==> src/rtl/vga_pkg.sv <==
// Shared definitions for the VGA driver configuration path.
//   - Default visible area used for clamping the sprite rectangle.
//   - Register word offsets of the configuration scheduler.
//   - Scheduler state encoding.
//   - Packed position and size layouts as seen by the driver.
//   - merge_bytes(): byte-enable merge of a bus write into a 32-bit register.
package vga_pkg;

  localparam int H_DISP_DEF = 640;
  localparam int V_DISP_DEF = 480;

  localparam logic [2:0] REG_SH_CTRL   = 3'd0;
  localparam logic [2:0] REG_SH_POINT  = 3'd1;
  localparam logic [2:0] REG_SH_SIZE   = 3'd2;
  localparam logic [2:0] REG_COMMIT    = 3'd3;
  localparam logic [2:0] REG_STATUS    = 3'd4;
  localparam logic [2:0] REG_IRQ_EN    = 3'd5;
  localparam logic [2:0] REG_FRAME_CNT = 3'd6;
  localparam logic [2:0] REG_ACT_SIZE  = 3'd7;

  typedef enum logic [1:0] {
    ST_IDLE    = 2'd0,
    ST_PENDING = 2'd1,
    ST_COMMIT  = 2'd2
  } cfg_state_e;

  typedef struct packed {
    logic [15:0] x;
    logic [15:0] y;
  } vga_point_t;

  typedef struct packed {
    logic [15:0] height;
    logic [15:0] width;
  } vga_size_t;

  function automatic logic [31:0] merge_bytes(input logic [31:0] old_val,
                                              input logic [31:0] new_val,
                                              input logic [3:0]  strb);
    logic [31:0] r;
    r = old_val;
    for (int i = 0; i < 4; i++) begin
      if (strb[i]) r[8*i +: 8] = new_val[8*i +: 8];
    end
    return r;
  endfunction

endpackage

==> src/rtl/vga_geom_clamp.sv <==
// Combinational clamp of one sprite axis against the visible area.
//   pos         : start coordinate on this axis
//   len         : requested length on this axis
//   limit       : visible extent on this axis
//   len_clamped : length trimmed so that pos + length never passes limit;
//                 zero when the start lies entirely off-screen
module vga_geom_clamp (
  input  logic [15:0] pos,
  input  logic [15:0] len,
  input  logic [15:0] limit,
  output logic [15:0] len_clamped
);

  // 17 bits so a large position plus a large length cannot wrap past limit.
  logic [16:0] end_sum;

  assign end_sum = {1'b0, pos} + {1'b0, len};

  always_comb begin
    len_clamped = len;
    if (pos >= limit) begin
      len_clamped = '0;
    end else if (end_sum > {1'b0, limit}) begin
      len_clamped = limit - pos;
    end
  end

endmodule

==> src/rtl/vga_cfg_sched.sv <==
// Frame-synchronous configuration scheduler for the VGA driver.
// Holds CPU-written shadow copies of ctrl / img_point / img_size and copies
// them to the driver all at once on the next frame boundary (or immediately
// when the driver is stopped), clamping the sprite size to the visible area.
// Also counts frames and raises a vblank / commit-done interrupt.
//   clk, rst        : clock, synchronous active-low reset
//   req/we/addr/    : single-cycle register bus, no backpressure
//   wdata/wstrb
//   ack, rdata      : ack is req delayed one cycle; rdata valid with ack only
//   frame_sync      : driver vs; rising edge is the frame boundary
//   ctrl, img_point,: active configuration driven to the VGA driver
//   img_size
//   irq             : level interrupt, OR of enabled status bits
module vga_cfg_sched
  import vga_pkg::*;
#(
  parameter int H_DISP = H_DISP_DEF,
  parameter int V_DISP = V_DISP_DEF
) (
  input  logic        clk,
  input  logic        rst,
  input  logic        req,
  input  logic        we,
  input  logic [2:0]  addr,
  input  logic [31:0] wdata,
  input  logic [3:0]  wstrb,
  output logic        ack,
  output logic [31:0] rdata,
  input  logic        frame_sync,
  output logic [31:0] ctrl,
  output logic [31:0] img_point,
  output logic [31:0] img_size,
  output logic        irq
);

  localparam logic [15:0] H_LIM = H_DISP[15:0];
  localparam logic [15:0] V_LIM = V_DISP[15:0];

  cfg_state_e  state_reg, state_next;
  logic [31:0] sh_ctrl_reg, sh_point_reg, sh_size_reg;
  logic [31:0] ctrl_reg, point_reg, size_reg;
  logic [1:0]  status_reg, status_next;
  logic [1:0]  irq_en_reg;
  logic [31:0] frame_cnt_reg;
  logic        frame_sync_d_reg;
  logic        ack_reg;
  logic [31:0] rdata_reg;
  logic        irq_reg;

  logic        wr_en, rd_en, sync_edge, commit_wr;
  logic [1:0]  status_set, status_w1c;
  logic [31:0] rd_mux;

  assign wr_en     = req & we;
  assign rd_en     = req & ~we;
  assign sync_edge = frame_sync & ~frame_sync_d_reg;
  assign commit_wr = wr_en && (addr == REG_COMMIT) && wdata[0];

  // ---------------------------------------------------------------- clamp
  vga_point_t sh_pt;
  vga_size_t  sh_sz, clamped_sz;
  logic [15:0] ax_pos [2];
  logic [15:0] ax_len [2];
  logic [15:0] ax_lim [2];
  logic [15:0] ax_out [2];

  assign sh_pt = vga_point_t'(sh_point_reg);
  assign sh_sz = vga_size_t'(sh_size_reg);

  // Axis 0 is horizontal (x / width), axis 1 vertical (y / height).
  assign ax_pos[0] = sh_pt.x;
  assign ax_len[0] = sh_sz.width;
  assign ax_lim[0] = H_LIM;
  assign ax_pos[1] = sh_pt.y;
  assign ax_len[1] = sh_sz.height;
  assign ax_lim[1] = V_LIM;

  generate
    for (genvar gi = 0; gi < 2; gi++) begin : g_axis
      vga_geom_clamp u_clamp (
        .pos         (ax_pos[gi]),
        .len         (ax_len[gi]),
        .limit       (ax_lim[gi]),
        .len_clamped (ax_out[gi])
      );
    end
  endgenerate

  assign clamped_sz.width  = ax_out[0];
  assign clamped_sz.height = ax_out[1];

  // ------------------------------------------------------------------ FSM
  always_ff @(posedge clk) begin
    if (!rst) state_reg <= ST_IDLE;
    else      state_reg <= state_next;
  end

  always_comb begin
    state_next = state_reg;
    case (state_reg)
      ST_IDLE: begin
        // A stopped driver has no frame boundary coming, so commit at once.
        // A sync edge in the same cycle as the write is deliberately not
        // used: the commit waits for the following edge.
        if (commit_wr) state_next = (ctrl_reg == '0) ? ST_COMMIT : ST_PENDING;
      end
      ST_PENDING: begin
        if (sync_edge) state_next = ST_COMMIT;
      end
      ST_COMMIT: state_next = ST_IDLE;
      default:   state_next = ST_IDLE;
    endcase
  end

  // --------------------------------------------------------------- status
  // Set events override a simultaneous write-one-to-clear.
  assign status_set  = {state_reg == ST_COMMIT, sync_edge};
  assign status_w1c  = (wr_en && addr == REG_STATUS) ? wdata[1:0] : 2'b00;
  assign status_next = (status_reg & ~status_w1c) | status_set;

  // ------------------------------------------------------------ read mux
  always_comb begin
    rd_mux = '0;
    case (addr)
      REG_SH_CTRL:   rd_mux = sh_ctrl_reg;
      REG_SH_POINT:  rd_mux = sh_point_reg;
      REG_SH_SIZE:   rd_mux = sh_size_reg;
      REG_COMMIT:    rd_mux = {31'd0, state_reg != ST_IDLE};
      REG_STATUS:    rd_mux = {30'd0, status_reg};
      REG_IRQ_EN:    rd_mux = {30'd0, irq_en_reg};
      REG_FRAME_CNT: rd_mux = frame_cnt_reg;
      REG_ACT_SIZE:  rd_mux = size_reg;
      default:       rd_mux = '0;
    endcase
  end

  // ------------------------------------------------------ registers / bus
  always_ff @(posedge clk) begin
    if (!rst) begin
      sh_ctrl_reg      <= '0;
      sh_point_reg     <= '0;
      sh_size_reg      <= '0;
      ctrl_reg         <= '0;
      point_reg        <= '0;
      size_reg         <= '0;
      status_reg       <= '0;
      irq_en_reg       <= '0;
      frame_cnt_reg    <= '0;
      frame_sync_d_reg <= 1'b0;
      ack_reg          <= 1'b0;
      rdata_reg        <= '0;
      irq_reg          <= 1'b0;
    end else begin
      frame_sync_d_reg <= frame_sync;
      ack_reg          <= req;
      // Sampled before this cycle's write lands, so reads see the old value.
      rdata_reg        <= rd_en ? rd_mux : '0;
      status_reg       <= status_next;
      irq_reg          <= |(status_reg & irq_en_reg);

      if (wr_en) begin
        case (addr)
          REG_SH_CTRL:  sh_ctrl_reg  <= merge_bytes(sh_ctrl_reg,  wdata, wstrb);
          REG_SH_POINT: sh_point_reg <= merge_bytes(sh_point_reg, wdata, wstrb);
          REG_SH_SIZE:  sh_size_reg  <= merge_bytes(sh_size_reg,  wdata, wstrb);
          REG_IRQ_EN:   irq_en_reg   <= wdata[1:0];
          default: ;
        endcase
      end

      if (state_reg == ST_COMMIT) begin
        ctrl_reg  <= sh_ctrl_reg;
        point_reg <= sh_point_reg;
        size_reg  <= clamped_sz;
      end

      // Frames are only counted while the driver is running.
      if (sync_edge && ctrl_reg != '0) begin
        frame_cnt_reg <= frame_cnt_reg + 32'd1;
      end
    end
  end

  assign ack       = ack_reg;
  assign rdata     = rdata_reg;
  assign ctrl      = ctrl_reg;
  assign img_point = point_reg;
  assign img_size  = size_reg;
  assign irq       = irq_reg;

endmodule

==> config.mk <==
export PLATFORM = sky130hd
export DESIGN_NAME = vga_cfg_sched
export DESIGN_NICKNAME = d
export VERILOG_FILES = /design/src/rtl/vga_pkg.sv /design/src/rtl/vga_geom_clamp.sv /design/src/rtl/vga_cfg_sched.sv
export SDC_FILE = /design/constraint.sdc
export NUM_CORES = 1
export LEC_CHECK = 0
export CELL_PAD_IN_SITES_DETAIL_PLACEMENT = 0
export CELL_PAD_IN_SITES_GLOBAL_PLACEMENT = 1
export CORE_MARGIN = 5
export CORE_UTILIZATION = 35
export CTS_CLUSTER_SIZE = 10
export DETAILED_ROUTE_END_ITERATION = 8
export DONT_BUFFER_PORTS = 1
export GPL_TIMING_DRIVEN = 0
export PLACE_DENSITY_LB_ADDON = 0.1
export SYNTH_ARGS = -nofsm -noshare
export SYNTH_HDL_FRONTEND = slang
export SYNTH_SLANG_ARGS = --single-unit
==> constraint.sdc <==
create_clock -name clk -period 4.4 [get_ports clk]
set_input_delay 0.66 -clock clk [delete_from_list [all_inputs] [get_ports clk]]
set_output_delay 0.66 -clock clk [all_outputs]
set_load 0.02 [all_outputs]
==> flow_metrics.tcl, run 1 <==
set metrics [dict create \
    finalPower_mw 5.28 \
    r2r_slack_ns 0.53 \
    antenna_found_initial 1 \
    routed_wl_um 53900 \
    grt_pass1_wl_um 77100 \
    slew_viol_final 0 \
    place_ws_ns 0.225 \
    finalWorstSetupSlack_ns 0.534 \
    p_switching_mw 1.21 \
    seqPwrFrac_pct 46.1 \
    pwr-share-clk_pct 49.7 \
    viasPerCell 5.61 \
    grt_max_degree 11 \
    p_leak_nw 4.96 \
    multi_input_area_mm2 0.00709 \
    coreArea_mm2 0.0364 \
    cts_buffer_depth 3 \
    io_pins 174 \
    final_cell_mix "nand2_1, dfxtp_1, a21boi_0" \
    grt_use_met2_pct 39.1 \
    path_max_fanout 10 \
    dp_hpwl_um 42600 \
    start_kind "register" \
    tightest_slew_ns 0.918 \
    rsz0062_at_grt "no" \
    syn-num-nets 1612 \
    synth_edf_count 0 \
    port_buffers 0 \
    drive_gt1_share_pct 4.30 \
    critical_path.cell_chain "ha_1 > fa_1 > a21oi_1 > o221ai_1 > a211o_1 > xnor2_1 > mux2i_1 > o21ai_1 > nand4_1 > buf_2 > mux2i_1 > o21ai_1" \
    hold_buffers 0 \
    cp.required_ns 4.79 \
    swShare_pct 22.9 \
    max-cap-violations 0 \
    p_per_area_mw_per_mm2 365 \
    arrival_ns 4.25 \
    rr_worst_depth 12 \
    seq_area_mm2 0.00531 \
    hold_path_end "frame_sync_d_reg" \
    die_h_um 202 \
    vias 11500 \
    finalSetupViolations 0 \
    drt_pass1_iterations 5 \
    synth_area_mm2 0.0129 \
    final_util_pct 39.7 \
    final.setup.tns_ns 0 \
    area_growth_pct 12.5 \
    finClkSkew_ns 0.0104 \
    reg2reg_from "ax_pos[16]" \
    fmax_mhz 259 \
    core.rowCount 70 \
    htree_levels 2 \
    busiest_layer "met2" \
    grtUsageTotal_pct 25.6 \
    final_common_cell "nand2_1" \
    placed_cells 1999 \
    die-area_mm2 0.0406 \
    grt_pass1_vias 11000 \
    fin_crit_sh_pct 87.9 \
    instances_no_fill 2049 \
    cts.clk_slew.worst_paths_ns 0.05 \
    cts_root_buf "clkbuf_16" \
    yosysSeqAreaShare_pct 41.3 \
    n_antenna_cell 0 \
    crit_family "compound AO/OA/AOI/OAI gates" \
    ys_warn_count 0 \
    cts_made_buffers 34 \
    slowest_stage "dfxtp_1" \
    ys_ff_latch 265 \
    cts.sinks 265 \
    synth_cell_types 65 \
    wire_per_inst_um 26.3 \
    synthesis.instances 1531 \
    clkLatencyLatePin_ns 0.52 \
    max-slew-margin-rel_pct 38.8 \
    grtUsageMet3_pct 6.77 \
    post-route-min-period_ns 3.87 \
    path_class "reg2reg" \
    async_flop_share_pct 0 \
    cts_tree "done" \
    initial_core_util_pct 35.3 \
    max-vdd-ir-drop_v 0.000170 \
    nNetsFinal 1649 \
    hold_class "in2reg" \
    cpPeakStageDelay_ns 0.53 \
    grt_use_met1_pct 34.1 \
    gp_congestion 0.923 \
    avgSynthCellArea_um2 8.39 \
    ant_nets 0 \
    finalHoldViolCount 0 \
    cp.buffers_inverters 1 \
    holdPathStages 1 \
    synth_flop_cell "dfxtp_1" \
    reg2reg_to "img_size[6]" \
    worstHoldStart "frame_sync" \
    p_comb_share_pct 4.3 \
    cp-end-kind "register" \
    status "finished clean" \
    grt_overflow 0 \
    drcViolationCount 0 \
    drt_iter0_drc 831 \
    fillers 3818 \
    intPower_mw 4.07 \
    die_x_um 202 \
]
[power by group through the flow]
| stage | clock [mW] | combinational [mW] | sequential (mW) |
|---|---|---|---|
| finish | 2.62 | 0.225 | 2.43 |
| global route | 2.76 | 0.241 | 2.43 |
| CTS | 2.67 | 0.223 | 2.43 |
| detailed placement | 0 | 0.223 | 2.48 |
| global placement | 0 | 0.222 | 2.48 |
| floorplan | 0 | 0.153 | 2.47 |
[how the worst max path moves through the flow]
stage | start | endpoint | slack, ns | cells past startpoint
3_5_place_dp | ax_pos[16] | img_size[7] | 0.22 | 12
2_1_floorplan | ax_pos[0] | img_size[25] | 1.24 | 12
6_report | ax_pos[16] | img_size[6] | 0.53 | 12
5_1_grt | ax_pos[16] | img_size[12] | 0.35 | 12
3_3_place_gp | ax_pos[16] | img_size[7] | 0.16 | 12
4_1_cts | ax_pos[16] | img_size[6] | 0.20 | 12
[final cells by class]
class / count / share of cell area (%)
clock inverters: 5 / 0.545
plain buffers: 99 / 2.68
flip-flops and latches: 265 / 36.7
repair buffers: 1 / 0.0519
well taps: 468 / 4.05
multi-input cells: 1148 / 49.0
inverters: 19 / 0.493
clock buffers: 44 / 6.43
[synthesized netlist by cell type, types with 3 or more instances]
cell,n,area (um^2)
nand2_1,324,1220
dfxtp_1,265,5310
a21boi_0,169,1270
nand3_1,109,546
clkbuf_1,93,349
nor2_1,64,240
o21ai_0,49,245
mux2i_1,40,400
xnor2_1,37,324
ha_1,35,438
a222oi_1,30,300
and2_1,28,175
a22o_1,24,210
a21oi_1,22,110
o21ai_1,21,105
inv_1,19,71.3
nand4_1,19,119
xor2_1,19,166
nor4_1,16,100
mux2_2,14,158
nor2b_1,13,81.3
nor3_1,12,60.1
or3_1,12,75.1
and3_1,10,62.6
nand2b_1,10,62.6
a21o_1,8,60.1
o21a_1,6,45.0
a221oi_1,4,35.0
o211ai_1,4,30.0
a211oi_1,3,22.5
a31oi_1,3,18.8
and4_1,3,26.3
buf_1,3,11.3
[kinds of logic after synthesis]
logic type | after synthesis | synth area share (%)
fa+ha+maj | 37 | 3.72
xor+xnor | 56 | 3.82
mux | 55 | 4.52
buf+inv | 118 | 3.57
flops | 265 | 41.3
compound gates | 369 | 20.9
simple gates | 631 | 22.2
[metrics by stage]
step | area [um^2] | hold slack, ns
global placement | 13400 | 0.489
floorplan | 12900 | 0.454
CTS | 14400 | 0.261
detailed placement | 13400 | 0.499
finish | 14500 | 0.273
global route | 14500 | 0.275
[routing by layer]
| metal | vias up | routed length, um |
|---|---|---|
| met1 | 5512 | 23700 |
| li1 | 5477 | - |
| met5 | - | 11 |
| met3 | 85 | 4340 |
| met4 | 2 | 2580 |
| met2 | 422 | 23300 |
[what timing repair did]
item / CTS / global route
buffers inserted: 0 / 1
setup endpoints to repair: 0 / 7
gates resized for setup: 0 / 0
Power figures use the tool's default switching activity.
==> run 2: changes to the inputs <==
--- a/config.mk
+++ b/config.mk
@@ -5,10 +5,12 @@
 export SDC_FILE = /design/constraint.sdc
 export NUM_CORES = 1
 export LEC_CHECK = 0
+export CAP_MARGIN = 20
 export CELL_PAD_IN_SITES_DETAIL_PLACEMENT = 0
 export CELL_PAD_IN_SITES_GLOBAL_PLACEMENT = 1
+export CORE_ASPECT_RATIO = 0.9
 export CORE_MARGIN = 5
-export CORE_UTILIZATION = 35
+export CORE_UTILIZATION = 40
 export CTS_CLUSTER_SIZE = 10
 export DETAILED_ROUTE_END_ITERATION = 8
 export DONT_BUFFER_PORTS = 1
==> flow_metrics.tcl, run 2 (synthesis gave the netlist of run 1 again) <==
set metrics [dict create \
    final.setup.tns_ns 0 \
    grt_use_met1_pct 41.4 \
    critical_path.cell_chain "ha_1 > fa_1 > a21oi_1 > o221ai_1 > a211o_1 > xnor2_1 > mux2i_1 > o21ai_1 > nand4_1 > buf_2 > mux2i_1 > o21ai_1" \
    port_buffers 0 \
    cts_resized 0 \
    wire_per_inst_um 26.7 \
    path_max_fanout 10 \
    cts_tree "done" \
    viasPerCell 5.89 \
    antenna_found_initial 0 \
    grt_use_met2_pct 40.9 \
    io_pins 174 \
    grt_max_degree 17 \
    status "finished clean" \
    max-slew-margin-rel_pct 29.0 \
    cp.required_ns 4.84 \
    slowest_stage "nand4_1" \
    die-area_mm2 0.0358 \
    cts.clk_slew.worst_paths_ns 0.05 \
    max-vdd-ir-drop_v 0.000285 \
    initial_core_util_pct 40.4 \
    finalPower_mw 4.94 \
    routed_wl_um 53000 \
    busiest_layer "met1" \
    drt_pass1_iterations 9 \
    drcViolationCount 0 \
    core.rowCount 62 \
    placed_cells 1947 \
    start_kind "register" \
    clkLatencyLatePin_ns 0.58 \
    grt_pass1_wl_um 76400 \
    cts_root_buf "clkbuf_16" \
    p_leak_nw 4.88 \
    post_cts_buffers 0 \
    coreArea_mm2 0.0318 \
    fin_crit_sh_pct 93.8 \
    finClkSkew_ns 0.0217 \
    vias 11700 \
    rr_worst_depth 12 \
    die_x_um 199 \
    die_h_um 180 \
    grtUsageMet3_pct 6.60 \
    drt_iter0_drc 1159 \
    n_antenna_cell 0 \
    htree_levels 1 \
    final_common_cell "nand2_1" \
    hold_class "in2reg" \
    slew_viol_final 0 \
    instances_no_fill 1986 \
    grt_pass1_vias 10900 \
    hold_ws_ns 0.201 \
    path_class "reg2reg" \
    holdPathStages 1 \
    arrival_ns 4.57 \
    nNetsFinal 1645 \
    ant_nets 0 \
    final_util_pct 44.7 \
    cp-end-kind "register" \
    finalSetupViolations 0 \
    post-route-min-period_ns 4.13 \
    finalHoldViolCount 0 \
    dp_hpwl_um 41200 \
    area_growth_pct 10.6 \
    max-cap-violations 0 \
    tightest_slew_ns 1.06 \
    rsz0062_at_grt "no" \
    cpPeakStageDelay_ns 0.51 \
    cts.sinks 265 \
    cts_made_buffers 31 \
    grt_overflow 0 \
    drive_gt1_share_pct 3.95 \
    p_per_area_mw_per_mm2 348 \
    grtUsageTotal_pct 28.5 \
    gp_congestion 0.980 \
    final_cell_mix "nand2_1, dfxtp_1, a21boi_0" \
    hold_buffers 0 \
    cts_buffer_depth 3 \
    fmax_mhz 242 \
]
## run 2: metrics by stage
step | instance area, um^2 | worst slack (ns)
CTS | 14200 | 0.352
floorplan | 12900 | 1.24
global placement | 13400 | 0.330
detailed placement | 13400 | 0.348
finish | 14200 | 0.271
global route | 14200 | 0.0821
## run 2: power by group
group / leakage [nW] / total [mW] / internal (mW) / switching (mW)
clock: 0.420 / 2.29 / 1.28 / 1.01
sequential: 2.14 / 2.43 / 2.41 / 0.0195
combinational: 2.33 / 0.222 / 0.0722 / 0.149
total: 4.88 / 4.94 / 3.76 / 1.18
## run 2: final timing paths
path | from | end | slack [ns]
worst max-delay path | ax_pos[16] | img_size[5] | 0.27
worst min-delay path | frame_sync | frame_sync_d_reg | 0.20
worst max register to register | ax_pos[16] | img_size[5] | 0.27
worst min register to register | sh_ctrl_reg[10] | sh_ctrl_reg[10] | 0.49
## run 2: worst max-delay path: cells and delay by family, from the launching register on
| kind | cells | cell delay [ns] |
|---|---|---|
| compound gates | 5 | 1.18 |
| buf+inv | 1 | 0.43 |
| flops | 1 | 0.50 |
| simple gates | 1 | 0.51 |
| xor+xnor | 1 | 0.27 |
| fa+ha+maj | 2 | 0.76 |
| mux | 2 | 0.33 |
## run 2: per-layer routing
layer	up-vias	share of wire, %
met5	-	0
met4	0	5.0
met3	101	10
met2	543	40
met1	5577	45
li1	5480	-
## run 2: cell type report
class / count / area (um^2)
fill: 3301 / 17600
multi-input combinational: 1148 / 7090
sequential: 265 / 5310
clock buffer: 35 / 811
tap: 416 / 520
buffer: 99 / 388
inverter: 19 / 71.3
clock inverter: 4 / 35.0
==> run 3: changes to the inputs <==
--- a/config.mk
+++ b/config.mk
@@ -16,6 +16,7 @@
 export DONT_BUFFER_PORTS = 1
 export GPL_TIMING_DRIVEN = 0
 export PLACE_DENSITY_LB_ADDON = 0.1
+export SETUP_SLACK_MARGIN = 0.4
 export SYNTH_ARGS = -nofsm -noshare
 export SYNTH_HDL_FRONTEND = slang
 export SYNTH_SLANG_ARGS = --single-unit
==> flow_metrics.tcl, run 3 (synthesis gave the netlist of run 1 again) <==
set metrics [dict create \
    status "finished clean" \
    nNetsFinal 1646 \
    finalHoldViolCount 0 \
    finalSetupViolations 0 \
    slew_viol_final 0 \
    final_common_cell "nand2_1" \
    path_class "reg2reg" \
    fin_crit_sh_pct 85.6 \
    hold_buffers 0 \
    drcViolationCount 0 \
    area_growth_pct 10.7 \
    final.setup.tns_ns 0 \
    hold_class "in2reg" \
    p_leak_nw 4.89 \
    critical_path.cell_chain "ha_1 > fa_1 > a21oi_1 > o221ai_1 > a211o_1 > xnor2_1 > mux2i_1 > o21ai_1 > nand4_1 > buf_2 > mux2i_1 > o21ai_1" \
    cts_made_buffers 31 \
    die-area_mm2 0.0358 \
    ant_nets 0 \
    cp-end-kind "register" \
    rsz0062_at_grt "no" \
    final_cell_mix "nand2_1, dfxtp_1, a21boi_0" \
    max-slew-margin-rel_pct 29.3 \
    path_max_fanout 10 \
    max-cap-violations 0 \
    coreArea_mm2 0.0318 \
    vias 11600 \
    viasPerCell 5.85 \
    grtUsageTotal_pct 28.5 \
    dp_hpwl_um 41200 \
    cp.required_ns 4.84 \
    cts_resized 0 \
    drt_iter0_drc 1193 \
    htree_levels 1 \
    grt_pass1_wl_um 76300 \
    slowest_stage "dfxtp_1" \
    tightest_slew_ns 1.06 \
    start_kind "register" \
    finalPower_mw 4.95 \
    gp_congestion 0.980 \
    p_per_area_mw_per_mm2 348 \
    drt_pass1_iterations 6 \
    routed_wl_um 53000 \
    grt_pass1_vias 10900 \
    clkLatencyLatePin_ns 0.59 \
    cts_root_buf "clkbuf_16" \
    io_pins 174 \
    die_x_um 199 \
    arrival_ns 4.21 \
    max-vdd-ir-drop_v 0.000286 \
    grt_max_degree 17 \
    place_area_mm2 0.0134 \
    initial_core_util_pct 40.4 \
    cts_buffer_depth 3 \
    antenna_found_initial 0 \
    hold_ws_ns 0.199 \
    core.rowCount 62 \
    cpPeakStageDelay_ns 0.50 \
    cts.sinks 265 \
    cts_tree "done" \
    worstHoldStart "frame_sync" \
    crit_start "ax_pos[16]" \
    grt_overflow 0 \
    wire_per_inst_um 26.7 \
    port_buffers 0 \
    stdcell_area_mm2 0.0142 \
    reg2reg_from "ax_pos[16]" \
    final_util_pct 44.7 \
    fmax_mhz 265 \
    post-route-min-period_ns 3.77 \
    finClkSkew_ns 0.0224 \
    drive_gt1_share_pct 4.01 \
    fillers 3300 \
    die_h_um 180 \
    n_antenna_cell 0 \
    cts.clk_slew.worst_paths_ns 0.05 \
]
[run 3: cell count changes in the layout (fill, tap and decap cells not counted)]
| cell | previous run | this run |
|---|---|---|
| buf_4 | 0 | 1 |
[run 3: final cells by class]
type | instances | area [um^2] | area share (%)
clock buffer | 35 | 811 | 5.70
clock inverter | 4 | 35.0 | 0.246
tap | 416 | 520 | 3.66
buffer | 99 | 388 | 2.73
multi-input combinational | 1148 | 7090 | 49.8
inverter | 19 | 71.3 | 0.501
sequential | 265 | 5310 | 37.3
timing repair buffer | 1 | 7.51 | 0.0528
[run 3: per-stage QoR]
stage,setup WS (ns),cells
after detailed placement,0.348,1947
after CTS,0.699,1987
after global placement,0.330,1947
after global routing,0.465,1987
final,0.632,1987
after floorplan,1.24,1531
[run 3: routing by layer]
layer,up-vias,share of wire (%),global-route usage (%)
met5,-,0,0
met4,0,4.7,10.8
met3,91,9.3,6.60
met2,490,41,40.8
met1,5560,45,41.4
li1,5479,-,-
[run 3: critical path, delay by kind of cell, from the launching register on]
| kind | cells | cell delay (ns) |
|---|---|---|
| flip-flops | 1 | 0.50 |
| AND/OR/NAND/NOR | 1 | 0.27 |
| XOR/XNOR | 1 | 0.27 |
| buffers and inverters | 1 | 0.32 |
| multiplexers | 2 | 0.32 |
| adder cells (fa/ha/maj) | 2 | 0.76 |
| AO/OA/AOI/OAI | 5 | 1.19 |
[run 3: worst paths after layout]
kind	to	slack, ns	depth (start not counted)
setup reg to reg	img_size[5]	0.63	12
setup / recovery	img_size[5]	0.63	12
hold / removal	frame_sync_d_reg	0.20	1
hold reg to reg	ctrl[13]	0.49	2
[run 3: report_power, final]
group          internal, mW  switching (mW)
clock network          1.28            1.01
logic                0.0730           0.149
registers              2.41          0.0195
total                  3.77            1.18
[run 3: repair_timing]
action / in CTS / in global routing
setup endpoints to repair: 3 / 0
endpoints found under the hold margin: 0 / 0
setup buffers: 1 / 0
==> RTL edit 1 (settings of run 3) <==
Register the output `irq` once more, cleared by the reset; this adds one clock of latency there. The other outputs are not delayed to match.
--- a/src/rtl/vga_cfg_sched.sv
+++ b/src/rtl/vga_cfg_sched.sv
@@ -188,3 +188,9 @@
   assign img_size  = size_reg;
-  assign irq       = irq_reg;
+  always_ff @(posedge clk) begin
+    if (!rst) begin
+      irq <= '0;
+    end else begin
+      irq <= irq_reg;
+    end
+  end
 
Formal check against the unedited RTL: not equivalent (Yosys sat finds a counterexample within 4 cycles, from zero or initial values and one cycle with rst low).
==> RTL edit 1 against run 3 <==
Highest routed layer unchanged. Clock skew shrank 5.6 ps. Total power grew 6.0%. Synthesized area grew 3.6%. Critical path depth shrank 1. Setup slack gained 58 ps. Sequential cell count grew 1. Final area grew 4.3%. Wire length grew 1.0%. Clock power grew 12%.
==> RTL edit 1: results (changes against run 3) <==
power_and_ir_drop:
  leakage_nw: 5.14  # +5.2%
  vdd_drop_max_mv: 0.204  # -29%
synth:
  synth_top_family_by_area: "simple AND/OR/NAND/NOR gates"
  synth_compound_area_share_pct: 20.3  # -0.60 points
  synth.area.mux_share_pct: 5.73  # +1.2 points
  syn_nets: 1631  # +1.2%
  synth_fa_ha_area_share_pct: 3.59  # -0.13 points
  synthDistinctLibCells: 70  # +7.7%
  ys_warn_count: 0  # unchanged
  seq_area_frac_synth_pct: 40.0  # -1.3 points
  synthTopCellsByArea: "dfxtp_1, nand2_1, a21boi_0, nand3_1, ha_1"
  synth_common_cells: "nand2_1, dfxtp_1, a21boi_0"
  async_reset_ff_share_pct: 0  # unchanged
  synth_xor_area_share_pct: 3.69  # -0.13 points
clock_tree:
  clockBufferDepth: 3  # unchanged
  path_clk_slew_ps: 60
  numCtsBuffers: 34  # +9.7%
  insertion_delay_ps: 520  # -70 ps
  post_cts_buffers: 0  # -1
  htree_levels: 2  # +1
critical_path:
  worstPathMaxFanout: 10  # unchanged
  arrival_ps: 4110  # -100 ps
  reg2reg_depth: 11  # -1
place:
  gp_congestion: 0.961  # -1.9%
  dp_hpwl_um: 41200  # +0.23%
  portBuffers: 0  # unchanged
drt:
  routed_wirelength_um: 53500  # +1.0%
  dr.pass1.iters: 8  # +2
  drtIter0Drc: 1199  # +0.50%
  vias: 12100  # +3.8%
grt:
  grt_max_degree: 11  # -6
  grt_pass1_vias: 11300  # +3.5%
  antenna_found_initial: 1  # +1
  grt_first_pass_wirelength_um: 76800  # +0.62%
  grt_usage_pct: 27.6  # -0.86 points
timing:
  finClkSkew_ps: 16.7  # -5.64 ps
  slew_headroom_pct: 33.7  # +4.4 points
cells_and_area:
  drive_gt1_share_pct: 5.88  # +1.9 points
  fin_nets: 1667  # +1.3%
outcome:
  status: "complete, no violations"
worst_hold_path:
  hold_class: "primary input to flop"
  min_path_cells: 1  # unchanged
job:
  cap_violations: 0  # unchanged
## RTL edit 1: cell count changes after synthesis, sizes merged, moves of 16 or more
cell    change
o21ai      -46
nand3      -19
nand2      -51
nor2b      +30
nor2       +16
mux2       +20
a21boi     -38
## RTL edit 1: final timing paths
path,startpoint,to,slack (ps)
min reg2reg,irq_reg,irq,460
max reg2reg,ax_pos[16],img_size[1],690
min,frame_sync,frame_sync_d_reg,270
max,ax_pos[16],img_size[1],690
## RTL edit 1: final cells by class
type,instances,area [um^2]
clock buffers,41,917
fillers,3306,18000
inverters,15,56.3
well taps,422,528
flip-flops and latches,266,5330
diodes,2,5.00
clock inverters,7,78.8
multi-input cells,1155,7480
plain buffers,114,448
## RTL edit 1: stage by stage
stage / worst slack (ps) / util, % / instance area (um^2) / power, mW / instances
after floorplan: 1340 / - / 13300 / 2.63 / 1550
after global placement: 697 / 42.1 / 13800 / 2.71 / 1972
after detailed placement: 730 / 42.1 / 13800 / 2.71 / 1972
after CTS: 715 / 45.1 / 14800 / 5.27 / 2020
after global routing: 515 / 45.1 / 14800 / 5.40 / 2020
final: 690 / 45.1 / 14800 / 5.25 / 2022
## RTL edit 1: report_power, final
part	internal [mW]	switching, mW	leakage (nW)	total [mW]
sequential	2.42	0.0202	2.14	2.44
clock	1.52	1.05	0.493	2.58
combinational	0.0675	0.161	2.51	0.229
## RTL edit 1: critical path: stages, from the launching register on
cell and delay (ps):
dfxtp_1 520, ha_1 350, fa_1 400, a211oi_1 410
o21ai_0 260, and3_1 200, a211oi_1 190, o2111a_1 220
nand3_1 150, or3_1 340, buf_2 200, a311o_1 360
## RTL edit 1: layer usage
layer  routed length, um  global-route usage [%]  part of all wire (%)
met1               23500                    38.2                    44
met3                6010                    8.75                    11
met2               22300                    41.7                    42
met5                   0                       0                     0
met4                1650                    7.87                   3.1
==> RTL edit 2 (flow settings as in run 3) <==
Without the edit above. Take the reset off `rdata_reg` and load it in a clocked block of its own.
--- a/src/rtl/vga_cfg_sched.sv
+++ b/src/rtl/vga_cfg_sched.sv
@@ -150,3 +150,2 @@
       ack_reg          <= 1'b0;
-      rdata_reg        <= '0;
       irq_reg          <= 1'b0;
@@ -156,3 +155,2 @@
       // Sampled before this cycle's write lands, so reads see the old value.
-      rdata_reg        <= rd_en ? rd_mux : '0;
       status_reg       <= status_next;
@@ -183,2 +181,6 @@
 
+  always_ff @(posedge clk) begin
+    rdata_reg <= rd_en ? rd_mux : '0;
+  end
+
   assign ack       = ack_reg;
Function: differs if rst is asserted again (counterexample within 4 cycles, from zero or initial values and one cycle with rst low); with rst held inactive, the same outputs for 4 cycles.
==> RTL edit 2 against run 3 <==
Via count shrank 1.4%. Non-clock buffer count is 4 higher. Synthesized area fell by 0.22%. Final area grew 0.13%. Setup slack improved by 14 ps. Wire length fell by 4.0%. Fmax up 0.39%. Clock skew is 14 ps lower. Total power grew 0.81%. Sequential power hardly changed. Sequential cell count did not move. Largest power group unchanged.
==> RTL edit 2: results (changes against run 3) <==
drt:
  drtIter0Drc: 952  # -20%
  route.top_layer_used: "met5"
  wl_met3_um: 4420  # -9.9%
  wl_per_cell_um: 25.9  # -2.7%
synth:
  synth_common_cells: "nand2_1, dfxtp_1, a21boi_0"
  syn_avg_cell_area_um2: 8.57  # +2.0%
  seq_area_frac_synth_pct: 41.4  # +0.093 points
cells_and_area:
  nClkBuffers: 42  # +20%
  multi_input_area_share_pct: 49.6  # -0.20 points
  clock_area_share_pct: 6.08  # +0.13 points
  n_all_inverters: 15  # -4
  multi_input_gates: 1117  # -2.7%
power_and_ir_drop:
  vdd_drop_max_mv: 0.292  # +2.1%
  leakage_nw: 4.93  # +0.96%
  p_int_mw: 3.82  # +1.4%
  seqPwrFrac_pct: 48.7  # -0.4 points
grt:
  grt_max_degree: 16  # -1
  grt_use_met2_pct: 44.4  # +3.6 points
  met1_usage_pct: 36.6  # -4.8 points
  met3_usage_pct: 6.57  # -0.029 points
outcome:
  status: "complete, no violations"
place:
  place_ws_ps: 434  # +86.4 ps
clock_tree:
  insertion_delay_ps: 570  # -20 ps
  post_cts_buffers: 0  # -1
timing:
  finClkSkew_ps: 8.07  # -14.3 ps
die:
  die_w_um: 199  # -0.11%
critical_path:
  timing.rr.end: "img_size[6]"
RTL edit 2: cells by family (layout without fill, tap and decap cells):
| family | Yosys count | after routing | synth area share (%) |
|---|---|---|---|
| XOR/XNOR | 48 | 48 | 3.28 |
| flip-flops | 265 | 265 | 41.4 |
| multiplexers | 55 | 55 | 4.68 |
| AND/OR/NAND/NOR | 604 | 604 | 21.6 |
| buffers and inverters | 115 | 162 | 3.54 |
| AO/OA/AOI/OAI | 373 | 373 | 21.8 |
| adder cells (fa/ha/maj) | 37 | 37 | 3.73 |
RTL edit 2: how the worst max path moves through the flow:
stage / start / to / slack [ps] / depth (start not counted)
global route: ax_pos[16] / img_size[6] / 440 / 13
finish: ax_pos[16] / img_size[6] / 650 / 13
CTS: ax_pos[16] / img_size[6] / 420 / 12
detailed placement: ax_pos[16] / img_size[6] / 430 / 12
floorplan: ax_pos[16] / img_size[4] / 1200 / 12
global placement: ax_pos[16] / img_size[6] / 450 / 12
